[config.mk]
export PLATFORM = sky130hd
export DESIGN_NAME = dcf77_tx
export DESIGN_NICKNAME = d
export VERILOG_FILES = /design/src/rtl/dcf77_pkg.sv /design/src/rtl/dcf77_frame_build.sv /design/src/rtl/dcf77_tx.sv
export SDC_FILE = /design/constraint.sdc
export NUM_CORES = 1
export LEC_CHECK = 0
export BUFFER_PORTS_ARGS = -buffer_cell sky130_fd_sc_hd__buf_2
export CAP_MARGIN = 20
export CORE_MARGIN = 8
export CORE_UTILIZATION = 50
export CTS_BUF_LIST = sky130_fd_sc_hd__clkbuf_4 sky130_fd_sc_hd__clkbuf_8 sky130_fd_sc_hd__clkbuf_16
export DETAILED_ROUTE_END_ITERATION = 12
export PLACE_DENSITY = 0.71
export SETUP_SLACK_MARGIN = 0.3
export SLEW_MARGIN = 25
export SYNTH_ARGS = -nofsm -noshare
export SYNTH_HDL_FRONTEND = slang
export SYNTH_HIERARCHICAL = 1
export SYNTH_SLANG_ARGS = --single-unit
export TNS_END_PERCENT = 1
[constraint.sdc]
create_clock -name clk10 -period 2.9 [get_ports clk10]
set_input_delay 0.58 -clock clk10 [delete_from_list [all_inputs] [get_ports clk10]]
set_output_delay 0.58 -clock clk10 [all_outputs]
set_load 0.005 [all_outputs]
[src/rtl/dcf77_pkg.sv]
// DCF77 transmitter shared definitions: frame bit positions,
// frame type, FSM state enum and the per-slot pulse rule.
package dcf77_pkg;

  localparam int FRAME_BITS = 59;
  localparam int SLOTS      = 10;

  localparam int DST_BIT   = 17;
  localparam int STD_BIT   = 18;
  localparam int BIT_START = 20;
  localparam int MIN_LSB   = 21;
  localparam int P1        = 28;
  localparam int HOUR_LSB  = 29;
  localparam int P2        = 35;
  localparam int DATE_LSB  = 36;
  localparam int P3        = 58;
  localparam int MARK      = 59;

  localparam int DATE_BITS = P3 - DATE_LSB;

  typedef logic [FRAME_BITS-1:0] frame_t;

  typedef enum logic {
    IDLE,
    RUN
  } state_t;

  // Slot 0 always pulses, slot 1 carries the bit, second 59 is silent.
  function automatic logic pulse_on(
    input frame_t     f,
    input logic [5:0] sec,
    input logic [3:0] slot
  );
    logic on;
    on = 1'b0;
    if (sec < 6'(FRAME_BITS)) begin
      if (slot == 4'd0)
        on = 1'b1;
      else if (slot == 4'd1)
        on = f[sec];
    end
    return on;
  endfunction

endpackage

[src/rtl/dcf77_frame_build.sv]
// Combinational DCF77 minute frame assembly with even parities.
// Shared with the decoder-side checker.
module dcf77_frame_build
  import dcf77_pkg::*;
(
  input  logic       dst,
  input  logic [6:0] minute_bcd,
  input  logic [5:0] hour_bcd,
  input  logic [5:0] day_bcd,
  input  logic [2:0] weekday,
  input  logic [4:0] month_bcd,
  input  logic [7:0] year_bcd,
  output frame_t     frame
);

  logic [DATE_BITS-1:0] date;

  assign date = {year_bcd, month_bcd, weekday, day_bcd};

  always_comb begin
    frame = '0;
    frame[DST_BIT]   = dst;
    frame[STD_BIT]   = ~dst;
    frame[BIT_START] = 1'b1;
    frame[MIN_LSB +: 7] = minute_bcd;
    frame[P1]           = ^minute_bcd;
    frame[HOUR_LSB +: 6] = hour_bcd;
    frame[P2]            = ^hour_bcd;
    frame[DATE_LSB +: DATE_BITS] = date;
    frame[P3]                    = ^date;
  end

endmodule

[src/rtl/dcf77_tx.sv]
// DCF77 transmitter: prescaler, slot/second counters, frame register
// and PWM pulse generation from a 10 MHz clock.
module dcf77_tx
  import dcf77_pkg::*;
#(
  parameter int CLKS_PER_100MS = 1000000
) (
  input  logic       clk10,
  input  logic       reset,
  input  logic       enable,
  input  logic       dst,
  input  logic [6:0] minute_bcd,
  input  logic [5:0] hour_bcd,
  input  logic [5:0] day_bcd,
  input  logic [2:0] weekday,
  input  logic [4:0] month_bcd,
  input  logic [7:0] year_bcd,
  output logic       dcf_out,
  output logic [5:0] sec_count,
  output logic       min_mark
);

  localparam int PW = (CLKS_PER_100MS > 1) ? $clog2(CLKS_PER_100MS) : 1;

  localparam logic [PW-1:0] PRESC_MAX = PW'(CLKS_PER_100MS - 1);
  localparam logic [3:0]    SLOT_MAX  = 4'(SLOTS - 1);
  localparam logic [5:0]    SEC_MAX   = 6'(MARK);

  state_t        state, state_n;
  logic [PW-1:0] presc, presc_n;
  logic [3:0]    slot, slot_n;
  logic [5:0]    sec_n;
  frame_t        frame, frame_n;
  frame_t        built;
  logic          dcf_n;
  logic          mark_n;

  dcf77_frame_build u_build (
    .dst        (dst),
    .minute_bcd (minute_bcd),
    .hour_bcd   (hour_bcd),
    .day_bcd    (day_bcd),
    .weekday    (weekday),
    .month_bcd  (month_bcd),
    .year_bcd   (year_bcd),
    .frame      (built)
  );

  always_comb begin
    state_n = state;
    presc_n = presc;
    slot_n  = slot;
    sec_n   = sec_count;
    frame_n = frame;
    mark_n  = 1'b0;
    unique case (state)
      IDLE: begin
        if (enable) begin
          state_n = RUN;
          presc_n = '0;
          slot_n  = '0;
          sec_n   = '0;
          frame_n = built;
          mark_n  = 1'b1;
        end
      end
      RUN: begin
        // Dropping enable wins over any wrap on the same edge.
        if (!enable) begin
          state_n = IDLE;
          presc_n = '0;
          slot_n  = '0;
          sec_n   = '0;
        end else if (presc == PRESC_MAX) begin
          presc_n = '0;
          if (slot == SLOT_MAX) begin
            slot_n = '0;
            if (sec_count == SEC_MAX) begin
              sec_n   = '0;
              frame_n = built;
              mark_n  = 1'b1;
            end else begin
              sec_n = sec_count + 6'd1;
            end
          end else begin
            slot_n = slot + 4'd1;
          end
        end else begin
          presc_n = presc + PW'(1);
        end
      end
      default: begin
        state_n = IDLE;
        presc_n = '0;
        slot_n  = '0;
        sec_n   = '0;
      end
    endcase
    dcf_n = (state_n == RUN) && pulse_on(frame_n, sec_n, slot_n);
  end

  always_ff @(posedge clk10 or negedge reset) begin
    if (!reset) begin
      state     <= IDLE;
      presc     <= '0;
      slot      <= '0;
      sec_count <= '0;
      frame     <= '0;
      dcf_out   <= 1'b0;
      min_mark  <= 1'b0;
    end else begin
      state     <= state_n;
      presc     <= presc_n;
      slot      <= slot_n;
      sec_count <= sec_n;
      frame     <= frame_n;
      dcf_out   <= dcf_n;
      min_mark  <= mark_n;
    end
  end

endmodule
* Word-level counts from Yosys, hierarchy flattened *
Index checks and enable logic that the tools add are counted.

storage, ports and cells
  bits in registers = 92
  input bits = 39
  output and inout bits = 8
  word-level logic and storage cells = 56

cells by class
  add/subtract/negate cells = 3
  $lt $le $gt $ge = 2
  eq/ne operators = 5
  muxes and demuxes = 32
  bitwise gates (word level) = 2
  reduce and logical (&&, ||, !) cells = 5

operators with widths
  operator                 count
  $mux W59                 5
  $pmux W59 S2             1
  $mux W20                 3
  $pmux W20 S2             1
  $mux W6                  5
  $reduce_xor A22 Y1       1
  $add A20 B1 Y20 const B  1
  $eq A20 B20 Y1 const B   1
  $mux W4                  4
  $pmux W6 S2              1
  $mux W1                  9
  $pmux W4 S2              1
  $lt A6 B7 Y1 const B     1
  $reduce_xor A7 Y1        1
  $add A6 B1 Y6 const B    1
  $bmux W1 S6              1
  $eq A6 B6 Y1 const B     1
  $lt A6 B6 Y1 const B     1
  $reduce_xor A6 Y1        1
  $add A4 B1 Y4 const B    1
  $eq A4 B1 Y1 const B     1
  $eq A4 B4 Y1 const B     1
  $logic_not A4 Y1         1
  $ne A2 B2 Y1 const B     1
  other kinds (3)          4

* Longest topological paths before layout *
  depth in word-level cells = 12
  gate-level depth with buffers = 14
  mapped depth without buffers = 11

* Hierarchy *
The synthesis kept the hierarchy.

by module, submodules not included
  module             times used  cells an instance  area each (um^2)  seq. area each (um^2)
  dcf77_tx           1           508                4722.0            2302.2
  dcf77_frame_build  1           89                 709.4             0.0

* Least setup slack after synthesis *
Ideal clock, no wire load.

  path type = reg-to-reg
  from = register presc[11]
  to = register dcf_out
  library setup time = 0.136 ns
  arrival = 3.055 ns
  data required time = 2.764 ns
  path slack = -0.291 ns
  cell stages (with the launch flop) = 11
  path buffers = 0
  period minus slack after synthesis = 3.191 ns
  cells stage by stage = dfrtp_1 -> or4_4 -> or3_4 -> o31a_1 -> clkinv_4 -> mux2_2 -> mux2_1 -> a2111oi_0 -> a211oi_1 -> nand4_1 -> o311ai_1

on the way
  longest elaborated chain between the ends = 10
  elaborated cells between the ends (all ways) = 19
  classes of those cells = order compare: 1; eq/ne: 2; mux: 14; reduce/logical: 2

ends and longest elaborated chain
  what                           line             RTL
  start: declaration             dcf77_tx.sv:30   logic [PW-1:0] presc, presc_n;
  start signal: assignment       dcf77_tx.sv:113  presc <= presc_n;
  $eq A20 B20 Y1                 dcf77_tx.sv:74   end else if (presc == PRESC_MAX) begin
  $mux W59                       dcf77_tx.sv:74
  $mux W59                       dcf77_tx.sv:69   if (!enable) begin
  $pmux W59 S2                   dcf77_tx.sv:56   unique case (state)
  named net frame_n[4]           dcf77_tx.sv:33   frame_t frame, frame_n;
  $bmux W1 S6                    dcf77_pkg.sv:40  on = f[sec];
  $mux W1 (implied by the code)  dcf77_pkg.sv:40
  $mux W1                        dcf77_pkg.sv:39  else if (slot == 4'd1)
  $mux W1                        dcf77_pkg.sv:37  if (slot == 4'd0)
  $mux W1                        dcf77_pkg.sv:36  if (sec < 6'(FRAME_BITS)) begin
  $logic_and A1 B1 Y1            dcf77_tx.sv:99   dcf_n = (state_n == RUN) && pulse_on(frame_n, sec_n, slot_n);
  named net dcf_n                dcf77_tx.sv:35   logic dcf_n;
  end signal: assignment         dcf77_tx.sv:117  dcf_out <= dcf_n;
  end: declaration               dcf77_tx.sv:18   output logic dcf_out,

The timed path passes the listed nets, and every way through them passes these cells. The select of a mux whose other input is x is not followed.
A chain may end at the register's enable or synchronous reset.

* Worst setup path in the final report *
  from = register presc[8]
  to = register dcf_out

Same word-level chain as after synthesis.

==> results_dict.tcl <==
set metrics [dict create \
    status "finished with violations" \
    violations "negative setup slack" \
    min_period_ns 3.14 \
    setup_viol 1 \
    fp.dieArea_sq_um 14500 \
    place.gp.congestion 0.934 \
    cts_buffers 9 \
    cts_buffer_depth 2 \
    p_leak_uw 0.00314 \
    synth_top_flop_cell "dfrtp_1" \
    synth-xor-area-share 0.0606 \
    clk_latency_ns 0.38 \
    pre_cts_ws_ns -0.316 \
    grt_overflow_total 0 \
    synth-simple-area-share 0.201 \
    hold_viol 0 \
    report.final.slew_viol_count 0 \
    worstSetupEndpointType "flip-flop" \
    drt-initial-drc-count 300 \
    hold_buffers 0 \
    swShare 0.270 \
    reg2reg_slack_ns -0.24 \
    fin_skew_ns 0.0154 \
    synthMuxAreaShare 0.0703 \
    drive_above_1_share 0.297 \
    rsz0062_at_grt "yes" \
    p_clk_frac 0.305 \
    critPathMaxFanout 4 \
    fin_ws_ns -0.237 \
    grt_pass1_wl_mm 21.9 \
    post-route-period-util 1.08 \
    yosys_warnings 6 \
    worst_pin_slew_ns 0.852 \
    synth_edf_count 0 \
    antennaDiodeCount 0 \
    syn_area_sq_um 5430 \
    p_per_area_nw_per_um2 437 \
    synth_area_leaders "dfrtp_1 42%, nand2_1 9.2%, buf_4 7.9%, mux2_2 4.1%, o21ai_0 4.1%" \
    ys_seq_area_frac 0.424 \
    wl_mm 12.9 \
    initial_core_util 0.508 \
    start_kind "flip-flop" \
    p_int_uw 2040 \
    clock-sinks 92 \
    seq_area_sq_um 2300 \
    multi_input_area_sq_um 2710 \
    fmax_mhz 319 \
    crit_arrival_ns 3.40 \
    clk_pin_slew_ns 0.09 \
    netSwitchingPower_uw 758 \
    die_w_um 120 \
    core_area_sq_um 10700 \
    row_count 38 \
    grt_use_total 0.187 \
    synthCells 597 \
    yosys_register_bits 92 \
    synthAdderAreaFrac 0.00461 \
    wl_per_cell_um 15.6 \
    hp-class "in2async" \
    synth.top_cell.area_share 0.424 \
    seq_power_share 0.516 \
    synth_top_family_by_area "simple AND/OR/NAND/NOR gates" \
    fin_nets 725 \
    synth_compound_area_frac 0.132 \
    grt_pass1_vias 4589 \
    worstSetupStartpoint "presc[8]$_DFFE_PN0P_" \
    design_power_total_uw 2800 \
    root_buffer "clkbuf_8" \
    htree_levels 3 \
    drtAntennaViolNets 0 \
    dr.pass1.iters 5 \
    drc 0 \
    chipHeight_um 120 \
    utilization 0.600 \
    worstPathRequired_ns 3.16 \
    async_flop_share 1.00 \
    vias 4448 \
    via_per_inst 5.37 \
    worst-setup-path-type "reg2reg" \
    cts_tree "built" \
    syn_to_final_growth_pct 18.2 \
    hpwlAfterDp_mm 9.53 \
    postSynthAreaPerCell_sq_um 9.10 \
    combPwrFrac 0.179 \
    boundaryPins 47 \
    fill_cells 925 \
    maxCapViolations 0 \
    synth_top_area_cell "dfrtp_1" \
    io_buffers 46 \
    relSlewSlack 0.430 \
    worst_ir_drop_vdd_v 0.000349 \
    antenna_found_initial 0 \
    ys_types 71 \
    grt_max_degree 48 \
    rr_startpoint "presc[8]$_DFFE_PN0P_" \
]
==> state kept, by name (all words and copies together) (netlist names) <==
register,count
frame,59
min_mark,1
presc,20
dcf_out,1
sec_count,6
slot,4
state,1
==> layer usage <==
layer  global-route usage  part of all wire  wire (um)  vias to the layer above
met2                0.324              0.51       6530                      105
met1                0.222              0.43       5610                     2155
met5                    0                 0          0                        -
li1                     -                 -          -                     2164
met3               0.0382             0.038        487                       24
met4               0.0788             0.022        280                        0
==> critical path: stages (launching register included) <==
cell	delay, ns
dfrtp_1	0.39
or4b_4	0.54
or3_4	0.41
o31a_1	0.33
clkinv_2	0.15
mux2_2	0.35
mux2_4	0.27
a2111oi_4	0.30
a211oi_2	0.08
nand4_1	0.08
o311ai_1	0.09
==> cell usage after synthesis (2+ instances only) <==
| master | count |
|---|---|
| nand4_1 | 8 |
| o22ai_1 | 3 |
| mux2_2 | 20 |
| and4_1 | 2 |
| o2111a_1 | 2 |
| a221oi_1 | 2 |
| nor2b_1 | 2 |
| nand2_1 | 133 |
| a21oi_1 | 13 |
| mux2i_1 | 10 |
| a211oi_1 | 5 |
| nor3_1 | 7 |
| or2_2 | 3 |
| and2_1 | 4 |
| mux2_1 | 5 |
| buf_2 | 6 |
| nand2_2 | 3 |
| nand3_1 | 16 |
| nor2_1 | 27 |
| buf_4 | 57 |
| and3_1 | 14 |
| o21ai_0 | 44 |
| conb_1 | 2 |
| o31ai_1 | 3 |
| dfrtp_1 | 92 |
| xor2_1 | 10 |
| a31oi_1 | 4 |
| o211ai_1 | 2 |
| inv_1 | 5 |
| or4b_1 | 2 |
| nand2b_1 | 4 |
| clkbuf_1 | 17 |
| o21a_1 | 3 |
| xnor2_1 | 25 |
| a22o_1 | 3 |
| a311oi_1 | 3 |
| ha_1 | 2 |
==> cell families (layout without fill, tap and decap cells) <==
group	after synthesis	count (layout)
AND/OR/NAND/NOR	236	236
AO/OA/AOI/OAI	105	105
flip-flops	92	92
buffers and inverters	89	163
XOR/XNOR	36	36
multiplexers	35	35
adder cells (fa/ha/maj)	2	2
other	2	19
==> timing repair <==
action / in CTS / in global routing
setup endpoints to repair: 2 / 4
pin swaps: 8 / 4
setup buffers: 4 / 0
hold endpoints to repair: 0 / 0
cloned: 1 / 0
gates resized for setup: 8 / 5
==> final cells by class <==
class                   instances  area share
repair buffers                140       0.157
flip-flops and latches         92       0.359
inverters                       7     0.00487
well taps                     140      0.0273
multi-input cells             433       0.422
clock buffers                   9      0.0193
repair inverters                1    0.000780
clock inverters                 6     0.00975
==> power by group through the flow <==
stage,logic (uW),registers [uW],clock network [uW]
finish,502,1450,853
detailed placement,487,1470,0
global placement,469,1470,0
floorplan,371,1460,0
CTS,501,1450,878
global route,556,1460,927
==> layout by cell type, fill, tap and decap left out, types with 3 or more instances in the layout <==
cell / Yosys / routed
a22o_1: 3 / 3
dfrtp_1: 92 / 92
mux2i_1: 10 / 10
o21ai_0: 44 / 43
a21oi_1: 13 / 13
a31oi_1: 4 / 4
nor2_1: 27 / 27
nand2b_1: 4 / 4
xnor2_1: 25 / 25
buf_4: 57 / 88
buf_2: 6 / 45
a311oi_1: 3 / 3
and2_1: 4 / 4
o31ai_1: 3 / 3
nor3_1: 7 / 7
buf_12: 0 / 5
inv_1: 5 / 5
and3_1: 14 / 13
nand2_2: 3 / 3
mux2_4: 0 / 6
nand4_1: 8 / 8
clkinv_2: 0 / 4
o22ai_1: 3 / 3
nand3_1: 16 / 16
clkbuf_8: 0 / 9
a211oi_1: 5 / 3
xor2_1: 10 / 10
conb_1: 2 / 19
mux2_2: 20 / 17
nand2_1: 133 / 133
o21a_1: 3 / 3
==> path summary, 6_finish.rpt <==
check                                 endpoint  cells past startpoint
setup / recovery             dcf_out$_DFF_PN0_                     10
hold / removal             frame[37]$_DFF_PN0_                      1
setup reg to reg             dcf_out$_DFF_PN0_                     10
hold reg to reg            frame[49]$_DFF_PN0_                      2
max in group asynchronous   frame[2]$_DFF_PN0_                      2
min in group clk10             state$_DFF_PN0_                      1
==> metrics by stage <==
stage / std cells / setup TNS (ns) / cell area (sq um) / hold WS [ns]
after floorplan: 614 / -0.120 / 5550 / 0.284
after global placement: 808 / -0.241 / 6140 / 0.444
after detailed placement: 808 / -0.316 / 6140 / 0.455
after CTS: 828 / -0.254 / 6390 / 0.234
after global routing: 828 / -0.359 / 6420 / 0.256
final: 828 / -0.237 / 6420 / 0.212
Power figures use the tool's default switching activity.
